`config.mk`:
```
export PLATFORM = sky130hd
export DESIGN_NAME = riscv_ifu
export DESIGN_NICKNAME = d
export VERILOG_FILES = /design/src/rtl/riscv_ifu.sv
export SDC_FILE = /design/constraint.sdc
export NUM_CORES = 1
export LEC_CHECK = 0
export CAP_MARGIN = 20
export CELL_PAD_IN_SITES_DETAIL_PLACEMENT = 0
export CELL_PAD_IN_SITES_GLOBAL_PLACEMENT = 2
export CORE_UTILIZATION = 36
export CTS_BUF_LIST = sky130_fd_sc_hd__clkbuf_4
export CTS_CLUSTER_DIAMETER = 150
export DETAILED_ROUTE_END_ITERATION = 6
export PLACE_DENSITY_LB_ADDON = 0.1
export SKIP_CTS_REPAIR_TIMING = 1
export SYNTH_ARGS = -nofsm -noshare
export SYNTH_HDL_FRONTEND = slang
export SYNTH_SLANG_ARGS = --single-unit
```
`constraint.sdc`:
```
create_clock -name clock -period 4.1 [get_ports clock]
set_input_delay 0.615 -clock clock [delete_from_list [all_inputs] [get_ports clock]]
set_output_delay 0.615 -clock clock [all_outputs]
set_load 0.01 [all_outputs]
```
`src/rtl/riscv_ifu.sv`:
```
`default_nettype none
// ============================================================================
//  Module   : riscv_ifu (with riscv_pkg)
//  Brief    : Instruction fetch unit. Issues in-order word fetches, buffers
//             returned words in a FIFO and presents {pc, instr} to the IDU.
//  Revision : 1.0 - initial release
// ============================================================================

package riscv_pkg;
  typedef struct packed {
    logic [31:0] pc;
    logic [31:0] instr;
  } ifu_t;
endpackage

module riscv_ifu #(
  parameter logic [31:0] RESET_PC   = 32'h0000_0000,
  parameter int          FIFO_DEPTH = 4
) (
  input  logic                 clock,
  input  logic                 reset,
  output logic                 imem_req,
  output logic [31:0]          imem_addr,
  input  logic                 imem_gnt,
  input  logic                 imem_ack,
  input  logic [31:0]          imem_data,
  input  logic                 redirect_vld,
  input  logic [31:0]          redirect_pc,
  input  logic                 ifu_rdy,
  output logic                 ifu_vld,
  output riscv_pkg::ifu_t      ifu
);

  localparam int                 c_ptr_w   = $clog2(FIFO_DEPTH);
  localparam int                 c_cnt_w   = c_ptr_w + 1;
  localparam logic [c_cnt_w:0]   c_depth_x = (c_cnt_w+1)'(FIFO_DEPTH);
  localparam logic [c_ptr_w-1:0] c_ptr_one = c_ptr_w'(1);
  localparam logic [31:0]        c_word    = 32'd4;

  logic [31:0]           r_fetch_pc;
  logic [31:0]           r_resp_pc;
  logic [c_cnt_w-1:0]    r_outstanding;
  logic [c_cnt_w-1:0]    r_discard;
  logic [c_cnt_w-1:0]    r_count;
  logic [c_ptr_w-1:0]    r_wptr;
  logic [c_ptr_w-1:0]    r_rptr;
  logic                  r_vld;
  riscv_pkg::ifu_t       r_mem [FIFO_DEPTH];

  logic                  w_credit_ok;
  logic                  w_issue;
  logic                  w_drop;
  logic                  w_push;
  logic                  w_pop;
  logic [c_cnt_w-1:0]    w_count_nxt;
  logic [c_cnt_w-1:0]    w_outstanding_nxt;
  logic [31:0]           w_redir_pc;
  logic                  w_unused;

  assign w_redir_pc = {redirect_pc[31:2], 2'b00};
  assign w_unused   = ^redirect_pc[1:0];

  // Credits cover both words in flight and words already buffered.
  assign w_credit_ok = ({1'b0, r_outstanding} + {1'b0, r_count}) < c_depth_x;
  assign imem_req    = !reset && !redirect_vld && w_credit_ok;
  assign imem_addr   = r_fetch_pc;
  assign w_issue     = imem_req && imem_gnt;

  assign w_drop = imem_ack && (r_discard != '0);
  assign w_push = imem_ack && !w_drop && !redirect_vld;
  assign w_pop  = r_vld && ifu_rdy && !redirect_vld;

  assign ifu_vld = r_vld;
  assign ifu     = r_vld ? r_mem[r_rptr] : '0;

  always_comb begin
    w_outstanding_nxt = r_outstanding + c_cnt_w'(w_issue) - c_cnt_w'(imem_ack);
    w_count_nxt       = r_count;
    if (redirect_vld) begin
      w_count_nxt = '0;
    end else begin
      w_count_nxt = r_count + c_cnt_w'(w_push) - c_cnt_w'(w_pop);
    end
  end

  always_ff @(posedge clock) begin
    if (reset) begin
      r_fetch_pc    <= RESET_PC;
      r_resp_pc     <= RESET_PC;
      r_outstanding <= '0;
      r_discard     <= '0;
      r_count       <= '0;
      r_wptr        <= '0;
      r_rptr        <= '0;
      r_vld         <= 1'b0;
      for (int i = 0; i < FIFO_DEPTH; i++) begin
        r_mem[i] <= '0;
      end
    end else begin
      r_outstanding <= w_outstanding_nxt;
      r_count       <= w_count_nxt;
      r_vld         <= (w_count_nxt != '0);
      if (redirect_vld) begin
        r_fetch_pc <= w_redir_pc;
        r_resp_pc  <= w_redir_pc;
        // Every word still in flight after this cycle is stale, whether or
        // not an earlier redirect had already marked it for dropping.
        r_discard  <= r_outstanding - c_cnt_w'(imem_ack);
        r_wptr     <= '0;
        r_rptr     <= '0;
      end else begin
        if (w_issue) begin
          r_fetch_pc <= r_fetch_pc + c_word;
        end
        if (w_drop) begin
          r_discard <= r_discard - c_cnt_w'(1);
        end
        if (w_push) begin
          r_mem[r_wptr] <= '{pc: r_resp_pc, instr: imem_data};
          r_wptr        <= r_wptr + c_ptr_one;
          r_resp_pc     <= r_resp_pc + c_word;
        end
        if (w_pop) begin
          r_rptr <= r_rptr + c_ptr_one;
        end
      end
    end
  end

  a_addr_stable : assert property (@(posedge clock) disable iff (reset)
    (imem_req && !imem_gnt) |=> (!imem_req || $stable(imem_addr)));

  a_ifu_stable : assert property (@(posedge clock) disable iff (reset)
    (ifu_vld && !ifu_rdy && !redirect_vld) |=> $stable(ifu));

  a_ifu_known : assert property (@(posedge clock) disable iff (reset)
    ifu_vld |-> !$isunknown(ifu));

endmodule

`default_nettype wire

```
==> impl_results.md <==
- Post-synth EDFFs: 248
- Drc violations: 0
- Slew at the pin with the worst max-slew slack: 1042 ps
- Synth Warn #: 0
- 1st-pass router iterations: 5
- Starting density of the core: a little over a third
- Wire length per cell: around 18 um
- Fillcell total: just under 4k
- Sequential area share after synthesis: 60.26%
- Critical Path AT: between 2000 and 3000 ps
- Vias: a little under 10k
- CTS H-tree depth: 3
- Count of final hold-check violations: 0
- Final Util: between 40 and 50%
- Die Area: 42,160 um2
- Vias per inst: around 5
- Min cycle time layout: 3515 ps
- Final worst slack: between 500 and 600 ps
- Final Skew: 29.82 ps
- Top cell type's share of synthesized area: between 50% and 60%
- WS Path Type: register to primary output
- Ys flop type: edfxtp_1
- Syn avg cell area: 12.07 um2
- FMAX: 0.2845 GHz
- RSZ-0062 raised after global routing: false
- Routed wire length: about 38,000 um
- Clock Tree Root: clkbuf_4
- Die Ht: between 200 and 250 um
- Crit-path cells: buf_4, mux4_2, and2_1, clkdlybuf4s50_1
- Fin crit share: between 80% and 90%
- Power Density: 406.8 nW/um2
- Final #Nets: 1,519
- Peak VDD IR: approximately 0.19 mV
- Row count: 74
- Die width: about 210 um
- Synth cell types: between 60 and 70
- I/O pins: approximately 170
- Setup violations, final: 0
- Layout cells sized above 1: 17.64%
- Worst-skew pair later-pin latency: roughly 740 ps
- Setup slack after placement: 597.6 ps
- Vias in the first global route: approximately 10k
- Slew HR: 30.55%
- Cts bufs inserted: 91
- Post-synth ARST share: 0%
- GP Congestion: approximately 0.76
- Buffers from clock root to sink, at most: 3
- Core ar.: around 41,000 um2
- P_leak: approximately 6.8 nW
- Worst-path clk slew: around 60 ps
- Antenna viol nets, final: 0
- Worst Hold Class: primary input to register
- Setup crit end kind: primary output
- CTS sink count: approximately 320
- Largest net degree at the start of global routing: 66
- Max-slew violation count: 0
- Max incr delay on CP: between 700 and 800 ps
- Initial antenna violation count: 1
- Max-Cap Viols: 0
- I/O Buffers: between 150 and 200
- Synth area leaders: edfxtp_1 (50%), dfxtp_1 (10%), mux4_2 (9.4%), nor2_1 (5.0%), and2_1 (4.2%)
- Worst-path maximum fanout: 34
- Worst Path Required: 3480 ps
- Dpl hpwl: 22,470 um
- Post-synthesis cell count: ~1.2k
- Cell Area, Synth: about 15,000 um2
- Yosys top cell by area: edfxtp_1
- Slowest-stage cell, CP: dfxtp_4
- Status: complete, no violations
- Area Growth Syn to Fin: 22.78%
- CP startpoint kind: register
- Grt ovf: 0
- Iter 0 DRT Violations: around 390
- Seq cells post-synth: 324
- CTS tree: built
- GRT Util Overall: between 10% and 20%
- First-pass GRT wire length: just under 60,000 um
logic make-up (layout without fill, tap and decap cells):
kind of cell               after synthesis  count (layout)  share of synthesized area, %
buffers and inverters                  172             444                         4.641
xor gates and xnor gates                48              48                         2.825
muxes                                   65              65                         9.601
and+or+nand+nor                        501             501                         16.62
DFF                                    324             324                         60.26
other                                    1               5                       0.02520
adders and majority gates               14              14                         1.278
AOI/OAI and AO/OA                      108             108                         4.750
power by group:
| part | total [mW] | internal, mW | switching [mW] |
|---|---|---|---|
| Clock | 2.93 | 1.57 | 1.36 |
| Combinational | 0.688 | 0.315 | 0.373 |
| Sequential | 3.81 | 3.71 | 0.106 |
| Total | 7.43 | 5.59 | 1.84 |
flip-flops by register name, summed over array words and instances, names as in the netlist, named ones only:
name           count
r_mem            248
imem_addr         30
r_resp_pc         30
r_count            3
r_discard          3
r_outstanding      3
r_rptr             2
r_wptr             2
ifu_vld            1
path summary, 6_finish.rpt:
check,start,endpoint,slack [ps],depth (start not counted)
min reg2reg,imem_addr[16],imem_addr[16],540,2
max,register,ifu[30],580,4
min,redirect_pc[10],r_resp_pc[10],510,3
max reg2reg,r_discard[0],ifu_vld,1150,14
cell type report:
cell class | instances | area [um2] | area share (%)
antenna | 1 | 2.502 | 0.01369
clock buffer | 142 | 1066 | 5.834
clock inverter | 24 | 93.84 | 0.5135
inverter | 94 | 352.8 | 1.931
multi-input combinational | 740 | 5286 | 28.93
sequential | 324 | 8977 | 49.13
tap | 532 | 665.6 | 3.643
timing repair buffer | 184 | 1829 | 10.01
metrics by stage:
| stage | total power [mW] | cells | instance area (um2) | hold slack (ps) | setup TNS (ps) |
|---|---|---|---|---|---|
| 3_3_place_gp | 4.584 | 1874 | 17110 | 504.1 | 0 |
| 5_1_grt | 7.841 | 2041 | 18270 | 416.2 | 0 |
| 6_report | 7.433 | 2041 | 18270 | 506.9 | 0 |
| 3_5_place_dp | 4.588 | 1874 | 17110 | 519.1 | 0 |
| 2_1_floorplan | 4.257 | 1236 | 14890 | 474.8 | -38810 |
| 4_1_cts | 7.578 | 2040 | 18270 | 395.6 | 0 |
synthesized netlist by cell type, types with 6 or more instances:
master	count
a211oi_1	12
a21boi_0	12
a21oi_1	26
a31oi_1	16
and2_1	99
buf_1	6
buf_2	15
buf_4	7
clkbuf_1	50
dfxtp_1	76
edfxtp_1	248
ha_1	12
inv_1	94
mux4_2	62
nand2_1	105
nand3_1	18
nand4_1	18
nor2_1	197
nor3_1	14
nor3_2	8
o21ai_0	12
o21bai_1	7
or3_1	7
xnor2_1	31
xor2_1	17
metal layers:
layer	GRT usage [%]	vias up	wire length [um]	share of wire [%]
met5	0	-	0	0
met4	6.296	0	631	1.7
met3	3.864	52	1757	4.7
met2	31.24	253	18460	49
met1	23.57	4821	16730	45
li1	-	4795	-	-
worst max-delay path: cells and delay by family (launching register included):
kind,cells,cell delay (ps)
flip-flops,1,710
multiplexers,1,340
AND/OR/NAND/NOR,1,180
buffers and inverters,2,910
cell usage in the layout, fill, tap and decap left out, types with 3 or more instances in the layout:
cell | netlist | routed
buf_4 | 7 | 19
a311oi_1 | 3 | 3
nor3_2 | 8 | 9
and4_1 | 3 | 3
dfxtp_1 | 76 | 73
o211ai_1 | 4 | 4
a21boi_0 | 12 | 12
edfxtp_1 | 248 | 248
a21boi_1 | 5 | 5
conb_1 | 1 | 4
and2_1 | 99 | 99
xnor2_1 | 31 | 31
inv_1 | 94 | 93
buf_12 | 0 | 4
ha_1 | 12 | 12
o21a_1 | 4 | 4
a31oi_1 | 16 | 16
nor2_1 | 197 | 196
xor2_1 | 17 | 17
a211oi_1 | 12 | 12
o21bai_1 | 7 | 5
clkdlybuf4s50_1 | 0 | 160
nand2_1 | 105 | 105
nand3_1 | 18 | 18
nor3_1 | 14 | 13
nand4_1 | 18 | 18
inv_2 | 0 | 6
a21oi_1 | 26 | 26
or3_1 | 7 | 7
clkbuf_4 | 0 | 142
mux4_2 | 62 | 62
o21ai_0 | 12 | 12
clkinv_1 | 0 | 18
and3_1 | 4 | 4
Note: power is estimated with default switching activity, not from simulation.
